$ cat config.mk
export PLATFORM = sky130hd
export DESIGN_NAME = bcd_seg_scan
export DESIGN_NICKNAME = d
export VERILOG_FILES = /design/src/rtl/bcd_pkg.sv /design/src/rtl/bcd_seg_scan_seg_decode.sv /design/src/rtl/bcd_seg_scan.sv
export SDC_FILE = /design/constraint.sdc
export NUM_CORES = 1
export LEC_CHECK = 0
export CAP_MARGIN = 0
export CORE_MARGIN = 2
export CORE_UTILIZATION = 59
export DETAILED_ROUTE_END_ITERATION = 8
export PLACE_DENSITY = 0.81
export SETUP_SLACK_MARGIN = 0.1
export SYNTH_ARGS = -nofsm -noshare
export SYNTH_HDL_FRONTEND = slang
export SYNTH_SLANG_ARGS = --single-unit
$ cat constraint.sdc
create_clock -name clk -period 4.88 [get_ports clk]
set_clock_uncertainty 0.05 [all_clocks]
set_input_delay 0.976 -clock clk [delete_from_list [all_inputs] [get_ports clk]]
set_output_delay 0.976 -clock clk [all_outputs]
set_load 0.02 [all_outputs]
$ cat src/rtl/bcd_pkg.sv
// bcd_pkg: FSM encoding, digit count and seven-segment glyphs shared by the scan driver
package bcd_pkg;

    localparam int NUM_DIGITS = 4;

    typedef enum logic [1:0] {
        ST_IDLE,
        ST_GUARD,
        ST_ON
    } state_t;

    // Active-high glyphs, bit order {g,f,e,d,c,b,a}
    localparam logic [6:0] GLYPH_0    = 7'h3F;
    localparam logic [6:0] GLYPH_1    = 7'h06;
    localparam logic [6:0] GLYPH_2    = 7'h5B;
    localparam logic [6:0] GLYPH_3    = 7'h4F;
    localparam logic [6:0] GLYPH_4    = 7'h66;
    localparam logic [6:0] GLYPH_5    = 7'h6D;
    localparam logic [6:0] GLYPH_6    = 7'h7D;
    localparam logic [6:0] GLYPH_7    = 7'h07;
    localparam logic [6:0] GLYPH_8    = 7'h7F;
    localparam logic [6:0] GLYPH_9    = 7'h6F;
    localparam logic [6:0] GLYPH_DASH = 7'h40;

    // Non-decimal codes render as a dash so a bad converter word stays visible
    function automatic logic [6:0] glyph(input logic [3:0] nib);
        case (nib)
            4'd0:    glyph = GLYPH_0;
            4'd1:    glyph = GLYPH_1;
            4'd2:    glyph = GLYPH_2;
            4'd3:    glyph = GLYPH_3;
            4'd4:    glyph = GLYPH_4;
            4'd5:    glyph = GLYPH_5;
            4'd6:    glyph = GLYPH_6;
            4'd7:    glyph = GLYPH_7;
            4'd8:    glyph = GLYPH_8;
            4'd9:    glyph = GLYPH_9;
            default: glyph = GLYPH_DASH;
        endcase
    endfunction

endpackage

$ cat src/rtl/bcd_seg_scan_seg_decode.sv
// seg_decode: one BCD nibble to active-high segments, with a blank override
module seg_decode
    import bcd_pkg::*;
(
    input  logic [3:0] nib_i,
    input  logic       blank_i,
    output logic [6:0] seg_o
);

    // Blanked digits light nothing; otherwise look the glyph up
    always_comb seg_o = blank_i ? 7'h00 : glyph(nib_i);

endmodule

$ cat src/rtl/bcd_seg_scan.sv
// bcd_seg_scan: buffered four-digit multiplexed seven-segment scanner with guard intervals
module bcd_seg_scan
    import bcd_pkg::*;
#(
    parameter int CLK_DIV        = 50000,
    parameter int GUARD          = 16,
    parameter bit SEG_ACTIVE_LOW = 1'b1
) (
    input  logic        clk,
    input  logic        rst_n,
    input  logic [15:0] bcd_i,
    input  logic        bcd_valid_i,
    input  logic        blank_lz_i,
    output logic        bcd_ready_o,
    output logic [6:0]  seg_o,
    output logic [3:0]  dig_o,
    output logic        frame_done_o,
    output logic        err_o
);

    localparam int CW = $clog2(CLK_DIV);
    localparam int IW = $clog2(NUM_DIGITS);
    localparam logic [CW-1:0] GUARD_LAST = CW'(GUARD - 1);
    localparam logic [CW-1:0] ON_LAST    = CW'(CLK_DIV - GUARD - 1);
    localparam logic [IW-1:0] IDX_LAST   = IW'(NUM_DIGITS - 1);

    state_t        state_q, state_d;
    logic [CW-1:0] cnt_q, cnt_d;
    logic [IW-1:0] idx_q, idx_d;
    logic [15:0]   act_q, act_d, pend_q, pend_d;
    logic          act_blank_q, act_blank_d, pend_blank_q, pend_blank_d;
    logic          pend_full_q, pend_full_d;
    logic [6:0]    seg_q, seg_d;
    logic [3:0]    dig_q, dig_d;
    logic          frame_done_q, frame_done_d;
    logic          err_q, err_d;
    logic          boundary, accept;
    logic [3:0]    lz;
    logic [6:0]    dec_seg;

    // Buffer movement and scan sequencing; active only changes on a frame boundary
    always_comb begin
        boundary     = (state_q == ST_IDLE) || (state_q == ST_ON && idx_q == IDX_LAST && cnt_q == '0);
        accept       = bcd_valid_i && !pend_full_q;
        act_d        = act_q;
        act_blank_d  = act_blank_q;
        pend_d       = pend_q;
        pend_blank_d = pend_blank_q;
        pend_full_d  = pend_full_q;
        if (boundary && pend_full_q) begin
            act_d       = pend_q;
            act_blank_d = pend_blank_q;
            pend_full_d = 1'b0;
        end else if (boundary && accept) begin
            act_d       = bcd_i;
            act_blank_d = blank_lz_i;
        end else if (accept) begin
            pend_d       = bcd_i;
            pend_blank_d = blank_lz_i;
            pend_full_d  = 1'b1;
        end
        state_d = state_q;
        cnt_d   = cnt_q;
        idx_d   = idx_q;
        case (state_q)
            ST_IDLE: if (accept) begin
                state_d = ST_GUARD;
                cnt_d   = GUARD_LAST;
                idx_d   = '0;
            end
            ST_GUARD: if (cnt_q == '0) begin
                state_d = ST_ON;
                cnt_d   = ON_LAST;
            end else cnt_d = cnt_q - 1'b1;
            default: if (cnt_q == '0) begin
                state_d = ST_GUARD;
                cnt_d   = GUARD_LAST;
                idx_d   = idx_q + 1'b1;
            end else cnt_d = cnt_q - 1'b1;
        endcase
    end

    // Leading-zero chain: digit n is a leading zero if it and every higher nibble are zero
    always_comb begin
        lz[3] = act_d[15:12] == 4'd0;
        lz[2] = lz[3] && act_d[11:8] == 4'd0;
        lz[1] = lz[2] && act_d[7:4] == 4'd0;
        lz[0] = 1'b0;
    end

    seg_decode u_dec (
        .nib_i   (act_d[{idx_d, 2'b00} +: 4]),
        .blank_i (act_blank_d && lz[idx_d]),
        .seg_o   (dec_seg)
    );

    // Outputs are computed from next state so they register on the same edge as the FSM
    always_comb begin
        dig_d        = (state_d == ST_ON) ? (4'b0001 << idx_d) : 4'b0000;
        seg_d        = (state_d == ST_ON) ? dec_seg : 7'h00;
        frame_done_d = state_d == ST_ON && idx_d == IDX_LAST && cnt_d == '0;
        err_d        = act_d[3:0] > 4'd9 || act_d[7:4] > 4'd9 || act_d[11:8] > 4'd9 || act_d[15:12] > 4'd9;
    end

    // All state, including the output registers, clears asynchronously
    always_ff @(posedge clk or negedge rst_n) begin
        if (!rst_n) begin
            state_q      <= ST_IDLE;
            cnt_q        <= '0;
            idx_q        <= '0;
            act_q        <= '0;
            act_blank_q  <= 1'b0;
            pend_q       <= '0;
            pend_blank_q <= 1'b0;
            pend_full_q  <= 1'b0;
            seg_q        <= '0;
            dig_q        <= '0;
            frame_done_q <= 1'b0;
            err_q        <= 1'b0;
        end else begin
            state_q      <= state_d;
            cnt_q        <= cnt_d;
            idx_q        <= idx_d;
            act_q        <= act_d;
            act_blank_q  <= act_blank_d;
            pend_q       <= pend_d;
            pend_blank_q <= pend_blank_d;
            pend_full_q  <= pend_full_d;
            seg_q        <= seg_d;
            dig_q        <= dig_d;
            frame_done_q <= frame_done_d;
            err_q        <= err_d;
        end
    end

    assign bcd_ready_o  = !pend_full_q;
    assign seg_o        = SEG_ACTIVE_LOW ? ~seg_q : seg_q;
    assign dig_o        = dig_q;
    assign frame_done_o = frame_done_q;
    assign err_o        = err_q;

endmodule

# --- After elaboration in Yosys (flattened, before gate mapping) ---
# Memory sizes are Yosys's and may differ from the RTL's.
# Index checks and enable logic that the tools add are counted.
word_totals:
  output_inout_bits: 14
  ff_bits: 68
  memories: 1
  mem_bits_ro: 112
  inputBits: 20
classes:
  n_addsub: 2
  shifts: 2
  reduce_logical: 24
  mux: 23
  n_eq_ne: 6
  magnitude_cmp: 5
  bitwise: 3
mem_list:
  columns: ["name", "words", "word_bits", "read_ports", "rd_ports_with_merged_regs", "write_ports", "line", "source"]
  rows:
  - ["(name not given)", 16, 7, 1, 0, 0, "bcd_pkg.sv:27", "case (nib)"]
op_table:
  columns: ["op", "n"]
  rows:
  - ["$mux 16", 5]
  - ["$logic_not 16->1", 2]
  - ["$pmux 16 s2", 1]
  - ["$gt 4x4->1 const B", 4]
  - ["$shiftx 16x5->4", 1]
  - ["$sub 16x1->16 const B", 1]
  - ["$mux 7", 2]
  - ["$logic_not 4->1", 3]
  - ["$logic_and 1x1->1", 10]
  - ["$mux 2", 5]
  - ["$eq 2x2->1 const B", 4]
  - ["$pmux 2 s2", 2]
  - ["$not 7->7", 1]
  - ["$mux 1", 6]
  - ["$logic_or 1x1->1", 4]
  - ["$mux 4", 1]
  - ["$shl 1x2->4 const A", 1]
  - ["$lt 2x3->1 const B", 1]
  - ["$reduce_and 3->1", 1]
  - ["$add 2x1->2 const B", 1]
  - ["$bmux 1 s2", 1]
  - ["$eq 2x1->1 const B", 1]
  - ["$logic_not 2->1", 1]
  - ["$ne 2x2->1 const B", 1]
  - ["other kinds (4)", 5]

# --- Depth between registers and ports, before layout ---
# Gate-level depths: netlist of run 1.
depth:
  depth_word: 15
  ltp_mapped: 15
  ltp_nobuf: 14

# --- By module ---
# Synthesis of run 1 repeated with hierarchy kept, for this count alone.
unflattened:
  hier_cells: 391
  hier_area_um2: 3678.5
modules_own_cells:
  columns: ["module", "area_per_inst_um2", "cells_each", "n_inst"]
  rows:
  - ["bcd_seg_scan", 3463.3, 358, 1]
  - ["seg_decode", 215.2, 33, 1]

# --- Worst setup path after synthesis of run 1 ---
# Ideal clock, no wire load.
synth_path:
  kind: "reg2reg"
  start: "reg cnt_q[0]"
  end: "reg seg_q[0]"
  n_path_buf: 2
  slack_ns: 1.084
  stages_incl_launch_ff: 15
  arrival_time_ns: 3.652
  path_cell_list: "dfrtp_1 inv_1 ha_1 or3b_2 clkbuf_1 nor4_4 mux2i_1 buf_2 nor2_1 a221oi_1 nor2_1 or3_1 ha_1 mux2_1 a211oi_1"
synth_between:
  elab_chain_len: 14
synth_lines:
  columns: ["item", "line", "source"]
  rows:
  - ["from (decl)", "bcd_seg_scan.sv:28", "logic [CW-1:0] cnt_q, cnt_d;"]
  - ["from (signal assigned)", "bcd_seg_scan.sv:122", "cnt_q <= cnt_d;"]
  - ["$logic_not 16->1 *", "bcd_seg_scan.sv:43, bcd_seg_scan.sv:71, bcd_seg_scan.sv:75", null]
  - ["branches (longest 12 deep; another with $mem_v2 16x7)", null, null]
  - ["$mux 7 *", "bcd_seg_scan.sv:100", "seg_d = (state_d == ST_ON) ? dec_seg : 7'h00;"]
  - ["via seg_d[0]", "bcd_seg_scan.sv:33", "logic [6:0] seg_q, seg_d;"]
  - ["to (signal assigned)", "bcd_seg_scan.sv:129", "seg_q <= seg_d;"]
  - ["to (decl)", "bcd_seg_scan.sv:33", null]
# Mark *: on every way through the listed nets, which the timed path passes. The select of a mux whose other input is x is not followed.
# A chain may end at the register's enable or synchronous reset.

# --- Worst setup path after layout of run 1 ---
layout_path:
  start: "reg cnt_q[0]"
  end: "reg seg_q[0]"
layout_between:
  elab_chain_len: 14
layout_lines:
  columns: ["item", "line", "source"]
  rows:
  - ["$logic_not 16->1 *", "bcd_seg_scan.sv:43", "boundary = (state_q == ST_IDLE) || (state_q == ST_ON && idx_q == IDX_LAST && cnt_q == '0);"]
  - ["$logic_and 1x1->1 *", "bcd_seg_scan.sv:43", null]
  - ["$logic_or 1x1->1 *", "bcd_seg_scan.sv:43", null]
  - ["$logic_and 1x1->1", "bcd_seg_scan.sv:54", "end else if (boundary && accept) begin"]
  - ["$mux 16", "bcd_seg_scan.sv:54", null]
  - ["$mux 16 *", "bcd_seg_scan.sv:50", "if (boundary && pend_full_q) begin"]
  - ["via act_d[12]", "bcd_seg_scan.sv:30", "logic [15:0] act_q, act_d, pend_q, pend_d;"]
  - ["branches (longest 6 deep; another with $mem_v2 16x7)", null, null]
  - ["$mux 7 *", "bcd_seg_scan_seg_decode.sv:11", "always_comb seg_o = blank_i ? 7'h00 : glyph(nib_i);"]
  - ["$mux 7 *", "bcd_seg_scan.sv:100", null]
  - ["via seg_d[0]", "bcd_seg_scan.sv:33", null]
# Marked as above.

==> flow_summary.ini, run 1 <==
[pwr]
static-leakage-power_nw = 1.88
internal_power_mw = 0.814
p_clk_frac = 0.370
power.switching_mw = 0.272
power_mw = 1.09
irDropWorstVdd_uv = 139
power_density_nw_per_um2 = 225
p_sw_frac = 0.251
seq_power_share = 0.541
combinationalPowerShare = 0.089

[setup_path]
cp-startpoint = cnt_q[0]
setup.worst_path.class = register to register
worstSetupEndpointType = register
worstPathArrival_ns = 4.49
crit_fanout = 12
start_kind = register
reg2reg_from = cnt_q[0]
cp.required_ns = 5.08

[route]
drc = 0
vias = 4003
wire_per_inst_um = 19.2
drt_pass1_iterations = 5
ant_nets = 0
routed_wl_mm = 11.6
drt_iter0_drc = 436
viasPerCell = 6.65

[synth]
synthFlopType = dfrtp_1
synthCells = 475
synth_area_leaders = dfrtp_1, mux2_1, a21oi_1
async_reset_ff_frac = 1.00
syn_nets = 501
synth-seq-area-share = 0.404
synth_area_leader_cell = dfrtp_1
yosysTopAreaCellShare = 0.404
netlist_area_um2 = 4220
ys_ff_latch = 68
synth_edf_count = 0
ys.warnings.count = 0
post_synth.cell_area_avg_um2 = 8.87
ys_types = 65

[floorplan]
fp-row-count = 30
fp.dieW_um = 88.5
core_region_area_um2 = 6870
initial_core_util = 0.614
io_pins = 34
die-area_um2 = 7840
die_y_um = 88.5

[clock_tree]
ctsHtreeMaxLevel = 3
post_cts.repair.setup_buffers = 0
clockRootBuffer = clkbuf_8
holdBufCountCts = 0
cts_made_buffers = 9
cts.clk_slew.worst_paths_ns = 0.07
cts_buffer_depth = 2
cts_tree = yes
clkLatencyLatePin_ns = 0.35
cts_resized = 0
clock_sinks = 68

[sta]
holdWs_ns = 0.448
relSlewSlack = 0.438
max_freq_mhz = 233
period_share = 0.879
drv_slew = 0
rsz0062_at_grt = no
tns_ns = 0
hold_violations = 0
worstMarginPinSlew_ns = 0.841
setup_viol = 0
fin_crit_ns = 4.29

[placement]
hpwlAfterDp_mm = 8.17
finalWeightedCongestion = 1.03
dp_cells = 588
dpl_cell_area_um2 = 4660
portBuffers = 33

[status]
status = complete, no violations

[min_path]
hold_start = pend_q[14]
hold_path_class = register to register

[cells_and_area]
drive_above_1_share = 0.0791
fin_cells = 602
final_design_area_no_fill_um2 = 4820
area_delta_synth_final_pct = 14.3
nNetsFinal = 529
diodes = 0

[grt]
antenna_found_initial = 0
grt_usage = 0.317
grt_pass1_wl_mm = 19.0
grt_pass1_vias = 3843
grt_max_degree = 37
overflow = 0

[job]
drv_cap = 0
[cells in the final DEF (no fill, tap or decap), types with 7 or more instances in the layout]
master / Yosys / layout
a2111oi_0: 7 / 7
a21oi_1: 30 / 30
a221oi_1: 10 / 10
a31oi_1: 9 / 9
and3_1: 7 / 7
buf_4: 0 / 17
clkbuf_8: 0 / 10
clkdlybuf4s50_1: 0 / 32
dfrtp_1: 68 / 68
inv_1: 18 / 18
mux2_1: 17 / 17
nand2_1: 34 / 34
nand2b_1: 12 / 12
nand3_1: 9 / 9
nand4_1: 7 / 7
nor2_1: 39 / 39
nor2b_1: 9 / 9
nor3_1: 14 / 14
nor4_1: 8 / 8
o21ai_0: 27 / 27
o21ai_1: 12 / 12
[path summary, 6_finish.rpt]
path                              end  slack [ns]  cells past startpoint
max                          seg_q[0]        0.59                     13
min                        pend_q[14]        0.45                      1
max reg2reg                  seg_q[0]        0.59                     13
min reg2reg                pend_q[14]        0.45                      1
max in group asynchronous    dig_o[1]        3.19                      2
min in group asynchronous   cnt_q[11]        0.63                      1
[cell type report]
class / instances / area (um2)
Tap cell: 96 / 120
Timing Repair Buffer: 50 / 453
Clock inverter: 2 / 12.5
Inverter: 22 / 82.6
Fill cell: 544 / 2050
Multi-Input combinational cell: 352 / 2300
Clock buffer: 12 / 145
Sequential cell: 68 / 1700
[metrics by stage]
stage                     utilization  setup WS (ns)
after detailed placement        0.678          0.614
after global placement          0.678          0.682
after global routing            0.701          0.346
final                           0.701          0.592
after floorplan                     -           1.08
after CTS                       0.701          0.642
[per-layer routing]
metal	GRT usage	wire length, um	part of all wire
met5	0	0	0
met2	0.485	5230	0.45
met1	0.436	4810	0.42
met3	0.0588	1110	0.096
met4	0.154	425	0.037
[registers in the layout (all words and copies together) (netlist names)]
register	count
act_blank_q	1
act_q	16
cnt_q	16
dig_o	4
err_o	1
frame_done_o	1
idx_q	2
pend_blank_q	1
pend_full_q	1
pend_q	16
seg_q	7
state_q	2
[synth_stat cells, types with 3 or more instances]
cell type,count
nand2_1,34
clkbuf_1,25
o21a_1,5
dfrtp_1,68
nor3_1,14
nand4_1,7
o31ai_1,4
inv_2,3
mux2_1,17
a2111oi_0,7
a211o_1,3
o22ai_1,3
a211oi_1,6
nand3_1,9
a221o_1,3
o21ai_0,27
ha_1,6
nor2_1,39
or2_1,3
mux2i_1,5
o21ai_1,12
nor4bb_1,3
nor4_1,8
and3_1,7
or4_1,5
buf_2,4
nor2b_1,9
a221oi_1,10
or4bb_1,6
a41oi_1,6
nand2b_1,12
inv_1,18
a31oi_1,9
a21oi_1,30
and2_1,6
buf_1,4
or3_1,4
[cell families after synthesis]
family                     synth area share
muxes                                0.0600
xor gates and xnor gates            0.00623
DFF                                   0.404
and+or+nand+nor                       0.232
buffers and inverters                0.0502
adders and majority gates            0.0178
AOI/OAI and AO/OA                     0.230
[power by group through the flow]
stage | logic (mW) | registers [mW] | clock network, mW
floorplan | 0.0543 | 0.594 | 0
global placement | 0.0922 | 0.597 | 0
detailed placement | 0.0965 | 0.598 | 0
CTS | 0.0970 | 0.587 | 0.406
global route | 0.109 | 0.588 | 0.429
finish | 0.0972 | 0.587 | 0.401
[critical path, cell delays in order, from the launching register on]
cell and delay (ns):
dfrtp_1 0.43, inv_1 0.08, ha_1 0.19, or3b_2 0.53, nor4_4 0.52, mux2i_1 0.18, buf_4 0.21, a221o_1 0.36
a221oi_1 0.32, nor2_1 0.12, or3_1 0.39, ha_1 0.23, mux2_1 0.31, a211oi_1 0.26
Note: power is estimated with default switching activity, not from simulation.
==> run 2: changes to the inputs <==
--- a/config.mk
+++ b/config.mk
@@ -9,8 +9,9 @@
 export CORE_MARGIN = 2
 export CORE_UTILIZATION = 59
 export DETAILED_ROUTE_END_ITERATION = 8
-export PLACE_DENSITY = 0.81
+export PLACE_DENSITY = 0.78
 export SETUP_SLACK_MARGIN = 0.1
+export SLEW_MARGIN = 25
 export SYNTH_ARGS = -nofsm -noshare
 export SYNTH_HDL_FRONTEND = slang
 export SYNTH_SLANG_ARGS = --single-unit
==> flow_summary.ini, run 2 (synthesized netlist as in run 1, its figures left out) <==
[sta]
worstMarginPinSlew_ns = 0.821
setup_viol = 0
max_freq_mhz = 229
tns_ns = 0
period_share = 0.894
holdWs_ns = 0.438
drv_slew = 0
relSlewSlack = 0.437
worst_slack_ns = 0.519
fin_crit_ns = 4.36
hold_violations = 0
rsz0062_at_grt = no

[route]
drt_iter0_drc = 383
wire_per_inst_um = 19.5
ant_nets = 0
routed_wl_mm = 11.8
viasPerCell = 6.73
drt_pass1_iterations = 5
vias = 4080
drc = 0

[cells_and_area]
area_delta_synth_final_pct = 15.3
fin_util = 0.708
diodes = 0
fin_cells = 606
nNetsFinal = 531
drive_above_1_share = 0.0882
final_cell_mix = dfrtp_1, nor2_1, nand2_1, clkdlybuf4s50_1, a21oi_1
final_common_cell = dfrtp_1
top_regs = act_q: 16 flops, cnt_q: 16 flops, pend_q: 16 flops
final_design_area_no_fill_um2 = 4860

[clock_tree]
cts_tree = yes
clockRootBuffer = clkbuf_8
cts_resized = 0
ctsHtreeMaxLevel = 3
post_cts.repair.setup_buffers = 0
holdBufCountCts = 0
clock_sinks = 68
cts_buffer_depth = 2
clkLatencyLatePin_ns = 0.36
cts.clk_slew.worst_paths_ns = 0.08
cts_made_buffers = 9

[grt]
grt_max_degree = 39
grt_pass1_vias = 3946
antenna_found_initial = 0
overflow = 0
grt_usage = 0.331
grt_pass1_wl_mm = 19.9

[setup_path]
cp.required_ns = 5.09
r2r_slack_ns = 0.52
path_cells = inv_1 -> ha_1 -> or3b_2 -> nor4_4 -> mux2i_2 -> nor2_1 -> a221oi_1 -> nor2_1 -> or3_1 -> ha_1 -> mux2_1 -> a211oi_1
setup.worst_path.class = register to register
crit_slowest_cell = mux2i_2
crit_fanout = 13
worst_path_largest_cell_delay_ns = 0.72
crit_family = simple AND/OR/NAND/NOR gates
worstSetupEndpointType = register
start_kind = register
worstPathArrival_ns = 4.57
rr_worst_depth = 12
cp.depth = 12
cp_num_buf_inv = 1

[pwr]
power_mw = 1.14
static-leakage-power_nw = 1.91
irDropWorstVdd_uv = 201
power_density_nw_per_um2 = 235

[min_path]
hold_depth = 2
hold_path_class = register to register

[status]
status = complete, no violations

[floorplan]
die_y_um = 88.5
initial_core_util = 0.614
core_region_area_um2 = 6870
fp-row-count = 30
io_pins = 34
fp.dieW_um = 88.5
die-area_um2 = 7840

[placement]
portBuffers = 33
hpwlAfterDp_mm = 8.25
finalWeightedCongestion = 0.977
dpl_cell_area_um2 = 4670
pre_cts_ws_ns = 0.371
dp_cells = 590

[job]
drv_cap = 0
[run 2: cell count changes in the layout (fill, tap and decap cells not counted)]
cell / previous run / this run
clkinv_2: 1 / 3
mux2i_1: 5 / 4
clkbuf_8: 10 / 9
buf_4: 17 / 19
bufinv_16: 0 / 1
mux2i_2: 0 / 1
[run 2: per-layer routing]
| layer | part of all wire | vias up | global-route usage |
|---|---|---|---|
| li1 | - | 1840 | - |
| met1 | 0.43 | 1972 | 0.471 |
| met2 | 0.46 | 242 | 0.506 |
| met3 | 0.093 | 26 | 0.0653 |
| met4 | 0.018 | 0 | 0.120 |
| met5 | 0 | - | 0 |
[run 2: worst min-delay path, cell delays in order (launching register included)]
cell and delay, ns:
dfrtp_1 0.34, nand2_1 0.05, o21ai_1 0.06
[run 2: cell type report]
cell class	instances	area [um2]
tap	96	120
inverter	22	82.6
fill	543	2010
clock buffer	11	131
sequential	68	1700
multi-input combinational	352	2310
timing repair buffer	52	468
clock inverter	5	52.6
[run 2: power breakdown]
group | switching (mW) | internal, mW | total (mW) | leakage, nW
Clock | 0.221 | 0.234 | 0.455 | 0.0931
Combinational | 0.0535 | 0.0443 | 0.0979 | 1.02
Sequential | 0.0106 | 0.577 | 0.588 | 0.794
Total | 0.285 | 0.855 | 1.14 | 1.91
[run 2: worst paths after layout]
check | from | end
max | cnt_q[0] | seg_q[0]
min | pend_q[3] | pend_q[3]
max reg2reg | cnt_q[0] | seg_q[0]
min reg2reg | pend_q[3] | pend_q[3]
max in group asynchronous | rst_n | act_q[8]
min in group asynchronous | rst_n | cnt_q[0]
